$ cat config.mk
export PLATFORM = sky130hd
export DESIGN_NAME = eth_rx_manchester
export DESIGN_NICKNAME = d
export VERILOG_FILES = /design/src/rtl/eth_rx_manchester.sv
export SDC_FILE = /design/constraint.sdc
export NUM_CORES = 1
export LEC_CHECK = 0
export ABC_AREA = 1
export BUFFER_PORTS_ARGS = -buffer_cell sky130_fd_sc_hd__buf_4
export CORE_ASPECT_RATIO = 1.5
export CORE_MARGIN = 4
export CORE_UTILIZATION = 42
export CTS_CLUSTER_DIAMETER = 40
export CTS_CLUSTER_SIZE = 30
export DETAILED_ROUTE_END_ITERATION = 7
export PLACE_DENSITY = 0.58
export SLEW_MARGIN = 20
export SYNTH_ARGS = -nofsm -noshare
export SYNTH_HDL_FRONTEND = slang
export SYNTH_SLANG_ARGS = --single-unit
$ cat constraint.sdc
create_clock -name CLK -period 4.3 [get_ports CLK]
set_input_delay 0.645 -clock CLK [delete_from_list [all_inputs] [get_ports CLK]]
set_output_delay 0.645 -clock CLK [all_outputs]
set_load 0.03 [all_outputs]
$ cat src/rtl/eth_rx_manchester.sv
// 10BASE-T Manchester receiver: oversampled bit recovery, preamble/SFD hunt, byte staging and FWFT output FIFO.
// Define ETH_RX_STATS_EN to build the frame_cnt/drop_cnt statistics counters; otherwise both read as zero.
module eth_rx_manchester #(
  parameter int OVS        = 8,
  parameter int MIN_PRE    = 16,
  parameter int FIFO_DEPTH = 16
) (
  input  logic        CLK,
  input  logic        RST,
  input  logic        eth_rx,
  output logic [7:0]  m_data,
  output logic        m_last,
  output logic        m_err,
  output logic        m_valid,
  input  logic        m_ready,
  output logic        carrier,
  output logic [15:0] frame_cnt,
  output logic [15:0] drop_cnt
);

  localparam int TW  = $clog2(3 * OVS / 2 + 2);
  localparam int PW  = $clog2(MIN_PRE + 1);
  localparam int AW  = $clog2(FIFO_DEPTH);
  localparam int AW1 = AW + 1;

  localparam logic [TW-1:0]  T_MAX     = TW'(3 * OVS / 2);
  localparam logic [TW-1:0]  T_LO      = TW'(3 * OVS / 4);
  localparam logic [TW-1:0]  T_HI      = TW'(5 * OVS / 4);
  localparam logic [PW-1:0]  PRE_MIN   = PW'(MIN_PRE);
  localparam logic [AW1-1:0] FIFO_FULL = AW1'(FIFO_DEPTH);

  typedef enum logic [1:0] {
    IDLE,
    PREAMBLE,
    DATA,
    DROP
  } state_t;

  state_t          state;
  logic            sync0;
  logic            sync1;
  logic            level_q;
  logic            edge_q;
  logic [TW-1:0]   t;
  logic [TW-1:0]   elapsed;
  logic [PW-1:0]   pre_cnt;
  logic            prev_bit;
  logic [2:0]      bit_cnt;
  logic [6:0]      shreg;
  logic [7:0]      new_byte;
  logic [7:0]      stg_data;
  logic            stg_valid;
  logic            stg_last;
  logic            stg_err;
  logic            frame_err;
  logic            loss;
  logic            accept;
  logic            byte_done;
  logic            push;
  logic            pop;
  logic            space;
  logic            fifo_full;

  logic [9:0]      mem [FIFO_DEPTH];
  logic [AW-1:0]   wr_ptr;
  logic [AW-1:0]   rd_ptr;
  logic [AW1-1:0]  fifo_cnt;
  logic [9:0]      head;

  // Two-flop synchroniser followed by a registered edge detector; level_q is the line level after the edge.
  always_ff @(posedge CLK) begin
    if (RST) begin
      sync0   <= 1'b0;
      sync1   <= 1'b0;
      level_q <= 1'b0;
      edge_q  <= 1'b0;
    end else begin
      sync0   <= eth_rx;
      sync1   <= sync0;
      level_q <= sync1;
      edge_q  <= sync1 ^ level_q;
    end
  end

  // elapsed counts the current cycle, so an edge exactly OVS cycles after the last one sees elapsed == OVS.
  always_comb begin
    elapsed   = t + TW'(1);
    loss      = (state != IDLE) && (t == T_MAX);
    if (state == IDLE) begin
      accept = edge_q && !stg_valid;
    end else begin
      accept = edge_q && !loss && (elapsed >= T_LO) && (elapsed <= T_HI);
    end
    new_byte  = {level_q, shreg};
    byte_done = (state == DATA) && accept && (bit_cnt == 3'd7);
    fifo_full = (fifo_cnt == FIFO_FULL);
    pop       = m_valid && m_ready;
    space     = !fifo_full || pop;
    push      = stg_valid && space && (byte_done || (state == IDLE));
  end

  always_ff @(posedge CLK) begin
    if (RST) begin
      state     <= IDLE;
      carrier   <= 1'b0;
      t         <= '0;
      pre_cnt   <= '0;
      prev_bit  <= 1'b0;
      bit_cnt   <= 3'd0;
      shreg     <= 7'd0;
      stg_data  <= 8'd0;
      stg_valid <= 1'b0;
      stg_last  <= 1'b0;
      stg_err   <= 1'b0;
      frame_err <= 1'b0;
    end else begin
      if (accept) begin
        t <= '0;
      end else if ((state != IDLE) && (t != T_MAX)) begin
        t <= t + TW'(1);
      end

      if (push) begin
        stg_valid <= 1'b0;
        stg_last  <= 1'b0;
        stg_err   <= 1'b0;
      end

      // Carrier loss closes the frame; a staged byte becomes its last entry and waits for FIFO space.
      if (loss) begin
        state   <= IDLE;
        carrier <= 1'b0;
        bit_cnt <= 3'd0;
        if (stg_valid) begin
          stg_last <= 1'b1;
          stg_err  <= frame_err;
        end
      end else begin
        case (state)
          IDLE: begin
            if (accept) begin
              state     <= PREAMBLE;
              carrier   <= 1'b1;
              prev_bit  <= level_q;
              pre_cnt   <= PW'(1);
              bit_cnt   <= 3'd0;
              frame_err <= 1'b0;
            end
          end

          PREAMBLE: begin
            if (accept) begin
              if (level_q == prev_bit) begin
                if (prev_bit && (pre_cnt >= PRE_MIN)) begin
                  state <= DATA;
                end else begin
                  state <= DROP;
                end
              end else if (pre_cnt != PRE_MIN) begin
                pre_cnt <= pre_cnt + PW'(1);
              end
              prev_bit <= level_q;
            end
          end

          DATA: begin
            if (accept) begin
              shreg   <= new_byte[7:1];
              bit_cnt <= bit_cnt + 3'd1;
              if (bit_cnt == 3'd7) begin
                if (!stg_valid || space) begin
                  stg_data  <= new_byte;
                  stg_valid <= 1'b1;
                end else begin
                  frame_err <= 1'b1;
                  state     <= DROP;
                end
              end
            end
          end

          DROP: begin
          end

          default: begin
            state   <= IDLE;
            carrier <= 1'b0;
          end
        endcase
      end
    end
  end

  always_ff @(posedge CLK) begin
    if (push) begin
      mem[wr_ptr] <= {stg_err, stg_last, stg_data};
    end
  end

  always_ff @(posedge CLK) begin
    if (RST) begin
      wr_ptr   <= '0;
      rd_ptr   <= '0;
      fifo_cnt <= '0;
    end else begin
      if (push) begin
        wr_ptr <= wr_ptr + AW'(1);
      end
      if (pop) begin
        rd_ptr <= rd_ptr + AW'(1);
      end
      case ({push, pop})
        2'b10:   fifo_cnt <= fifo_cnt + AW1'(1);
        2'b01:   fifo_cnt <= fifo_cnt - AW1'(1);
        default: fifo_cnt <= fifo_cnt;
      endcase
    end
  end

  assign head    = mem[rd_ptr];
  assign m_valid = (fifo_cnt != '0);
  assign m_data  = m_valid ? head[7:0] : 8'd0;
  assign m_last  = m_valid && head[8];
  assign m_err   = m_valid && head[9];

`ifdef ETH_RX_STATS_EN
  // Frames are counted when their last entry enters the FIFO, not when the consumer takes it.
  always_ff @(posedge CLK) begin
    if (RST) begin
      frame_cnt <= 16'd0;
      drop_cnt  <= 16'd0;
    end else if (push && stg_last) begin
      if (stg_err) begin
        drop_cnt <= drop_cnt + 16'd1;
      end else begin
        frame_cnt <= frame_cnt + 16'd1;
      end
    end
  end
`else
  assign frame_cnt = 16'd0;
  assign drop_cnt  = 16'd0;
`endif

endmodule
# Word-level counts from Yosys, hierarchy flattened
# Memories as Yosys holds them, arrays and structs flattened. A register that Yosys moved wholly into a read port is not among the register bits.
# Index checks and enable logic that the tools add are counted.
# word_totals
reg_bits	52
out_inout_bits	44
in_bits	4
n_memories	1
ramBits	160
word_cells	128
# classes
muxes	40
n_addsub	7
n_reduce_logical	38
n_bitwise	2
eq_ne	18
order_cmp	3
# mem_list
memory	words	width	read_ports	rd_ports_with_merged_regs	wr	line_no	source
mem	16	10	1	1	1	64	logic [9:0] mem [FIFO_DEPTH];
# op_table
cell	count
1-bit two-way mux	20
5-bit two-way mux	4
5-bit case mux with 2 select lines	2
1-bit logical AND	14
2-bit inequality test (second input constant)	7
4-bit by 1-bit adder with 4-bit output (second input constant)	3
2-bit two-way mux	6
6-bit AND reduction	2
5-bit by 1-bit adder with 5-bit output (second input constant)	2
3-bit AND reduction	3
4-bit two-way mux	2
8-bit two-way mux	1
2-bit nonzero test	4
7-bit AND reduction	1
3-bit two-way mux	2
2-bit case mux with 3 select lines	1
3-bit case mux with 2 select lines	1
2-bit OR reduction	3
5-bit == test (second input constant)	1
5-bit >= comparator (second input constant)	1
5-bit inequality test (second input constant)	1
5-bit AND reduction	1
5-bit nonzero test	1
5-bit by 1-bit subtractor with 5-bit output (second input constant)	1
18 further kinds	24

# Longest topological paths before layout
# Gate-level depths: netlist of the first run.
# logic_depth
ltp_word	17
mapped_depth	21
mapped_depth_nobuf	20

# Worst setup path before layout of the first run
# OpenSTA, ideal clock, no wires.
# synth_timing
kind	reg-to-reg
start	register t[0]
end	register fifo_cnt[4]
t_arrival_ns	2.798
n_path_buf	1
path_stages_with_launch	20
path_slack_ns	1.389
period_less_slack_ns	2.911
setup_time_ns	0.113
t_required_ns	4.187
path_cell_list	dfxtp_1 -> inv_1 -> ha_1 -> nand3_2 -> nand2_2 -> nor2_1 -> nand3_4 -> o21ai_4 -> nand2_4 -> buf_6 -> ha_1 -> xor2_1 -> ha_1 -> a21o_1 -> nand2_1 -> o21ai_1 -> a21oi_1 -> o21ai_0 -> nor2_1 -> nor2_1
# synth_via
elab_cells_between_ends	18
cone_classes	add/sub (1); order compare (2); eq/ne (3); mux (2); reduce/logical (10)
# synth_rtl
item	line_no	source
start: declaration	44	logic [TW-1:0] t;
start signal: assignment	120	t <= t + TW'(1);
4-bit by 1-bit adder with 4-bit output (*)	87	elapsed = t + TW'(1);
via elapsed[0]	45	logic [TW-1:0] elapsed;
4-bit by 3-bit >= comparator with 1-bit output	92	accept = edge_q && !loss && (elapsed >= T_LO) && (elapsed <= T_HI);
1-bit logical AND	92	
1-bit logical AND (*)	92	
1-bit two-way mux (*)	89	if (state == IDLE) begin
1-bit logical AND (*) (2 in series)	95	byte_done = (state == DATA) && accept && (bit_cnt == 3'd7);
1-bit logical OR (*)	99	push = stg_valid && space && (byte_done || (state == IDLE));
1-bit logical AND (*)	99	
2-bit by 1-bit == test with 1-bit output or 2-bit == test (tied branches)	212	case ({push, pop})
5-bit case mux with 2 select lines or 2-bit nonzero test (tied branches)	n/a	
end signal: assignment	213	2'b10: fifo_cnt <= fifo_cnt + AW1'(1);
end signal: assignment	214	2'b01: fifo_cnt <= fifo_cnt - AW1'(1);
end signal: assignment	215	default: fifo_cnt <= fifo_cnt;
end: declaration	67	logic [AW1-1:0] fifo_cnt;
# The timed path passes the listed nets; every way through them passes the cells marked *.
# A chain may end at the register's enable or synchronous reset.

# Worst setup path in the final report of the first run
# Ends and elaborated chain as after synthesis.

==> results by group, run 1 <==
Hold path
  • Hold crit path type: input port to flip-flop
  • WHS Path Cells: 3
  • Worst Hold Endpoint: sync0$_SDFF_PP0_
  • Worst min-delay path startpoint: eth_rx

Synth
  • Synth top area share: 52.01%
  • Synthesis Warnings: 0
  • Sequential-to-total area share from yosys stat: 64.15%
  • Synth Area in Compound Gates: 12.76%
  • Mux contribution to synthesized area: 0%
  • Mean area per synthesized cell: 10.83 um^2
  • Cell Area, Synth: 9238 um^2
  • XOR/XNOR share of the synthesized area: 1.043%
  • Simple-gate share of the synthesized area: 12.64%
  • Netlist cell types: 33
  • Flops & latches, synth: 216
  • Area leader, netlist: edfxtp_1
  • Largest family of logic cells by synthesized area: compound AO/OA/AOI/OAI gates
  • Adder-cell share of the synthesized area: 2.573%
  • Syn Inst Count: 853
  • Area contributors post-synth: edfxtp_1, dfxtp_1, nor2_1, o21ai_0, o221ai_1

Timing
  • Final min period: 3.235 ns
  • Hold_ws: 0.3538 ns
  • Final setup viols: 0
  • RSZ-0062 raised after global routing: false
  • Fmax: 309.1 MHz
  • Final hold vios: 0
  • Fin Clk Skew: 0.01480 ns
  • Setup TNS: 0 ns
  • Period utilization: 75.24%
  • Slew headroom: 50.53%
  • Slew Viols, Final: 0
  • Slew @ Worst Pin: 0.7375 ns

Finish
  • Number of nets in the layout: 900
  • Diodes inserted: 0
  • Multi-input logic area: 2805 um^2
  • Register area: 5927 um^2
  • Filler Cell Count: 2,022
  • Area delta synth->final: 12.60%
  • Layout cell share with drive strength beyond 1: 11.09%
  • Cell area after layout: 10,400 um^2

Place
  • Gpl congestion: 0.8348
  • Number of buffers added on ports: 15
  • Dpl hpwl: 13,390 um
  • DP Area: 9599 um^2

Critical path
  • CP cell instances: inv_1, ha_1, nand3_2, nand2_2, nor2_1, nand3_4, o21ai_4, nand2_4, ha_1, xor2_1, ha_1, a21o_1, nand2_1, o21ai_1, o21ai_0, nand2_1, nand2_1, nor2_1
  • R2r setup slk: 1.06 ns
  • Setup CP Type: flip-flop to flip-flop
  • Largest stage delay, worst path: 0.44 ns
  • Crit path arrival time: 3.62 ns
  • Req. time, crit path: 4.69 ns
  • Register-to-Register Path Depth: 18
  • Setup crit start kind: flip-flop
  • Critical path fanouts, max: 24
  • CP delay by family, top: simple AND/OR/NAND/NOR gates
  • Critical path's slowest cell: dfxtp_1
  • R2r startpoint: t[0]$_SDFFE_PP0P_
  • Reg2reg end: fifo_cnt[4]$_SDFFE_PP0P_
  • Setup crit end kind: flip-flop
  • Critical path buffers and inverters: 1

Floorplan
  • FP Rows: 66
  • Initial core utilization: 42.70%
  • Die W: 129.1 um
  • Die Ht: 189.6 um
  • Core Area: 21,640 um^2
  • Die area: 24,480 um^2
  • IO Count: 48

Global route
  • GRT Total Usage: 16.55%
  • Initial antenna violation count: 0
  • Remaining Overflow, GRT: 0
  • Pin count of the biggest net entering global routing: 61
  • Global-route wire length before repair: 31,710 um
  • Vias in the first global route: 5,890

CTS
  • Clock tree buffer depth: 3
  • Clock root buffer: clkbuf_16
  • H-tree depth: 1
  • Clk_lat worst skew: 0.50 ns
  • TritonCTS Buffers: 22
  • Clock sink count: 216
  • Hold-fix buffers, CTS: 0
  • CTS tree: done
  • Number of gates resized after cts: 0
  • Worst-path clk slew: 0.07 ns
  • Number of setup buffers added after CTS: 0

Power
  • Power density over the cells: 584.4 nW/um^2
  • Leakage power figure: 3.723 nW
  • Internal power component: 3.913 mW
  • Clock power share: 33.1%
  • Final Power: 6.079 mW
  • Net Sw Frac: 35.62%
  • Combinational power share: 28.7%
  • Seq pwr share: 38.2%
  • Sw Pwr: 2.165 mW
  • Worst VDD drop: 0.0004345 V

Route
  • Avg Vias per Cell: 5.212
  • DRC viols: 0
  • WL per Instance: 17.53 um
  • Routed Antenna Nets: 0
  • Via count: 6,072
  • Drt first pass iters: 5
  • Routed WL: 20,420 um
  • Iteration-0 DRC count of the detailed router: 388

Status
  • Status: finished clean

Run
  • MaxCap Viol Count: 0
## power groups by stage
stage | combinational (mW) | clock, mW | sequential, mW
global route | 1.91 | 2.14 | 2.33
global placement | 1.75 | 0 | 2.37
CTS | 1.76 | 2.06 | 2.32
finish | 1.74 | 2.01 | 2.32
detailed placement | 1.76 | 0 | 2.37
floorplan | 1.24 | 0 | 2.36
## worst max-delay path by stage
stage / start / to / slack, ns / cells after the start
floorplan: t[0]$_SDFFE_PP0P_ / fifo_cnt[4]$_SDFFE_PP0P_ / 1.39 / 19
global placement: t[0]$_SDFFE_PP0P_ / fifo_cnt[4]$_SDFFE_PP0P_ / 1.14 / 18
detailed placement: t[0]$_SDFFE_PP0P_ / fifo_cnt[4]$_SDFFE_PP0P_ / 1.06 / 18
CTS: t[0]$_SDFFE_PP0P_ / fifo_cnt[4]$_SDFFE_PP0P_ / 1.04 / 18
global route: t[0]$_SDFFE_PP0P_ / fifo_cnt[4]$_SDFFE_PP0P_ / 0.72 / 19
finish: t[0]$_SDFFE_PP0P_ / fifo_cnt[4]$_SDFFE_PP0P_ / 1.06 / 18
## final cells by class
| class | count | share of cell area, % |
|---|---|---|
| Inverter | 57 | 2.057 |
| Clock inverter | 14 | 1.768 |
| Multi-Input combinational cell | 540 | 26.97 |
| Timing Repair Buffer | 40 | 3.007 |
| Sequential cell | 216 | 56.98 |
| Clock buffer | 26 | 5.943 |
| Tap cell | 272 | 3.272 |
## synth_stat cells
library cell	n
dfxtp_1	56
nand4_1	6
nand2_2	3
buf_4	33
o21ai_1	35
inv_2	6
nand2_1	60
buf_1	1
a21oi_1	45
ha_1	19
nand3_4	1
o21ai_4	1
o22ai_1	10
nand3_1	37
nand2_4	2
buf_2	1
clkinv_1	1
nand3_2	3
o221ai_1	31
nor2_1	141
nor2_2	1
a21o_1	1
conb_1	1
o21ai_0	80
a31oi_2	1
clkbuf_1	33
inv_1	50
xor2_1	8
xnor2_1	3
buf_6	3
o211ai_1	1
edfxtp_1	160
nor3_1	19
## placed cells by master, fill, tap and decap left out, types with 3 or more instances in the layout
cell type and n:
nand3_1 37, o22ai_1 10, clkbuf_16 24, o21ai_0 80, inv_2 6, nand4_1 6, conb_1 32, nand2_2 3
nor3_1 18, nand2_1 60, a21oi_1 45, clkinv_8 4, inv_6 4, edfxtp_1 160, inv_1 50, xor2_1 8
nand3_2 3, buf_4 39, dfxtp_1 55, o21ai_1 35, ha_1 19, xnor2_1 3, nor2_1 141, o221ai_1 31
## metal layers
metal | wire length, um | vias to the layer above | GRT usage, %
li1 | - | 3005 | -
met5 | 0 | - | 0
met3 | 856 | 34 | 1.966
met4 | 582 | 0 | 5.497
met2 | 10970 | 126 | 30.95
met1 | 8018 | 2907 | 19.33
## metrics by stage
stage | std cells | worst slack, ns | utilization [%]
after detailed placement | 1125 | 1.063 | 44.37
after global placement | 1125 | 1.139 | 44.37
after global routing | 1165 | 0.7166 | 48.07
after CTS | 1165 | 1.043 | 48.07
after floorplan | 884 | 1.389 | -
final | 1165 | 1.065 | 48.07
## worst register-to-register path, delay by kind of cell (launching register included)
family	cells	cell delay (ns)
buffers and inverters	1	0.11
AOI/OAI and AO/OA	4	0.67
and+or+nand+nor	9	0.93
DFF	1	0.44
adders and majority gates	3	0.76
xor gates and xnor gates	1	0.19
## sequential cells by signal, summed over array words and instances, names as in the netlist, 3 cells and up, named ones only
name      count
stg_data      8
fifo_cnt      5
pre_cnt       5
bit_cnt       3
t             4
wr_ptr        4
mem         160
shreg         7
rd_ptr        4
## cell families after synthesis
| kind of cell | Yosys count |
|---|---|
| compound gates | 205 |
| flops | 216 |
| other cells | 1 |
| simple gates | 273 |
| xor+xnor | 11 |
| buf+inv | 128 |
| fa+ha+maj | 19 |
Note: power is estimated with default switching activity, not from simulation.
==> run 2: changes to the inputs <==
- clock period: 4.3 -> 3.4 ns (I/O delays scaled with it)
==> results by group, run 2 (same netlist as run 1, synthesis figures left out) <==
Status
  • Status: finished clean (unchanged)

Finish
  • Max reg flops: 160 (unchanged)
  • Diodes inserted: 0 (unchanged)
  • Most frequent cells in the layout: edfxtp_1, nor2_1, o21ai_0 (unchanged)
  • Fin util: 48.04% (was 48.07%)
  • Largest Register: mem (unchanged)
  • Layout cell share with drive strength beyond 1: 11.43% (was 11.09%)
  • Top Registers: mem x160, stg_data x8, shreg x7 (unchanged)
  • Filler Cell Count: 1,993 (was 2,022)
  • Area delta synth->final: 12.52% (was 12.60%)
  • Cell area after layout: 10,390 um^2 (was 10,400 um^2)
  • Multi-input logic area: 2805 um^2 (unchanged)
  • Commonest non-fill, non-tap cell in the layout: edfxtp_1 (unchanged)
  • Number of nets in the layout: 907 (was 900)
  • Register area: 5927 um^2 (unchanged)

Timing
  • Final setup viols: 0 (unchanged)
  • Slew @ Worst Pin: 0.7428 ns (was 0.7375 ns)
  • Period utilization: 89.96%
  • Setup TNS: 0 ns (unchanged)
  • Final worst slack: 0.3413 ns (was 1.065 ns)
  • Slew Viols, Final: 0 (unchanged)
  • Fin Clk Skew: 0.01448 ns (was 0.01480 ns)
  • Final min period: 3.059 ns
  • Fmax: 326.9 MHz
  • Final hold vios: 0 (unchanged)
  • RSZ-0062 raised after global routing: false (unchanged)
  • Slew headroom: 50.41% (was 50.53%)
  • Hold_ws: 0.2078 ns (was 0.3538 ns)

Global route
  • GRT Total Usage: 16.99% (was 16.55%)
  • Remaining Overflow, GRT: 0 (unchanged)
  • Pin count of the biggest net entering global routing: 52 (was 61)
  • Global-route wire length before repair: 32,540 um (was 31,710 um)
  • Initial antenna violation count: 0 (unchanged)
  • Vias in the first global route: 6,059 (was 5,890)

Route
  • Routed Antenna Nets: 0 (unchanged)
  • Avg Vias per Cell: 5.223 (was 5.212)
  • DRC viols: 0 (unchanged)
  • WL per Instance: 17.69 um (was 17.53 um)
  • Routed WL: 20,760 um (was 20,420 um)
  • Drt first pass iters: 4 (was 5)
  • Via count: 6,127 (was 6,072)
  • Iteration-0 DRC count of the detailed router: 460 (was 388)

CTS
  • CTS tree: done (unchanged)
  • TritonCTS Buffers: 23 (was 22)
  • Hold-fix buffers, CTS: 0 (unchanged)
  • Clock root buffer: clkbuf_16 (unchanged)
  • Clock sink count: 216 (unchanged)
  • Number of gates resized after cts: 0 (unchanged)
  • Worst-path clk slew: 0.06 ns (was 0.07 ns)
  • Clock tree buffer depth: 3 (unchanged)
  • Clk_lat worst skew: 0.51 ns (was 0.50 ns)
  • Number of setup buffers added after CTS: 0 (unchanged)
  • H-tree depth: 1 (unchanged)

Place
  • DP Area: 9644 um^2 (was 9599 um^2)
  • Dpl hpwl: 13,550 um (was 13,390 um)
  • Gpl congestion: 0.7997 (was 0.8348)
  • Dpl ws: 0.3861 ns (was 1.063 ns)
  • Number of buffers added on ports: 15 (unchanged)

Hold path
  • Hold crit path type: input port to flip-flop (unchanged)
  • Worst min-delay path startpoint: eth_rx (unchanged)

Floorplan
  • Initial core utilization: 42.70% (unchanged)
  • FP Rows: 66 (unchanged)
  • Die Ht: 189.6 um (unchanged)
  • Core Area: 21,640 um^2 (unchanged)
  • Die W: 129.1 um (unchanged)
  • IO Count: 48 (unchanged)
  • Die area: 24,480 um^2 (unchanged)

Critical path
  • Crit path arrival time: 2.55 ns (was 3.62 ns)
  • Setup crit end kind: primary output (was flip-flop)
  • Setup CP Type: flip-flop to primary output (was flip-flop to flip-flop)
  • R2r startpoint: t[0]$_SDFFE_PP0P_ (unchanged)
  • Req. time, crit path: 2.89 ns (was 4.69 ns)
  • Critical path fanouts, max: 25 (was 24)
  • Setup crit start kind: flip-flop (unchanged)

Run
  • MaxCap Viol Count: 0 (unchanged)

Power
  • Power density over the cells: 730.5 nW/um^2 (was 584.4 nW/um^2)
  • Worst VDD drop: 0.0006067 V (was 0.0004345 V)
  • Leakage power figure: 3.721 nW (was 3.723 nW)
==> run 2: changes by cell type in the layout (fill, tap and decap cells not counted), sizes merged <==
cell	before	now
buf	40	46
clkbuf	26	27
clkinvlp	0	2
inv	65	64
==> run 2: per-layer routing <==
layer  vias up  part of all wire (%)  GRT usage, %
met3        29                   4.7         2.191
met4         0                   1.7         3.840
li1       3021                     -             -
met2       123                    54         32.07
met5         -                     0             0
met1      2954                    39         20.28
==> run 2: worst max-delay path, stage by stage (launching register included) <==
cell and delay, ns:
dfxtp_2 0.33, inv_2 0.39, buf_4 0.33, o21ai_0 0.11
o221ai_1 0.26, nand3_1 0.16, a21oi_1 0.26, buf_4 0.21
==> run 2: final cells by class <==
| cell class | instances | area share (%) |
|---|---|---|
| Inverter | 57 | 2.059 |
| Multi-Input combinational cell | 540 | 26.99 |
| Clock inverter | 15 | 1.433 |
| Clock buffer | 27 | 5.778 |
| Sequential cell | 216 | 57.02 |
| Timing Repair Buffer | 46 | 3.443 |
| Tap cell | 272 | 3.274 |
==> run 2: stage by stage <==
stage	power, mW	std cells
after global placement	5.237	1131
after detailed placement	5.257	1131
after floorplan	4.548	884
final	7.593	1173
after global routing	8.017	1173
after CTS	7.684	1173
==> run 2: power by group <==
group	internal [mW]	switching [mW]	leakage, nW
clock	1.33	1.10	0.359
combinational	0.698	1.53	1.43
sequential	2.87	0.0753	1.94
total	4.89	2.70	3.72
==> run 2: path summary, 6_finish.rpt <==
path	endpoint	slack [ns]	cells past startpoint
worst max-delay path	m_last	0.34	7
worst min-delay path	sync0$_SDFF_PP0_	0.21	3
worst max register to register	fifo_cnt[4]$_SDFFE_PP0P_	0.38	18
worst min register to register	sync1$_SDFF_PP0_	0.40	2
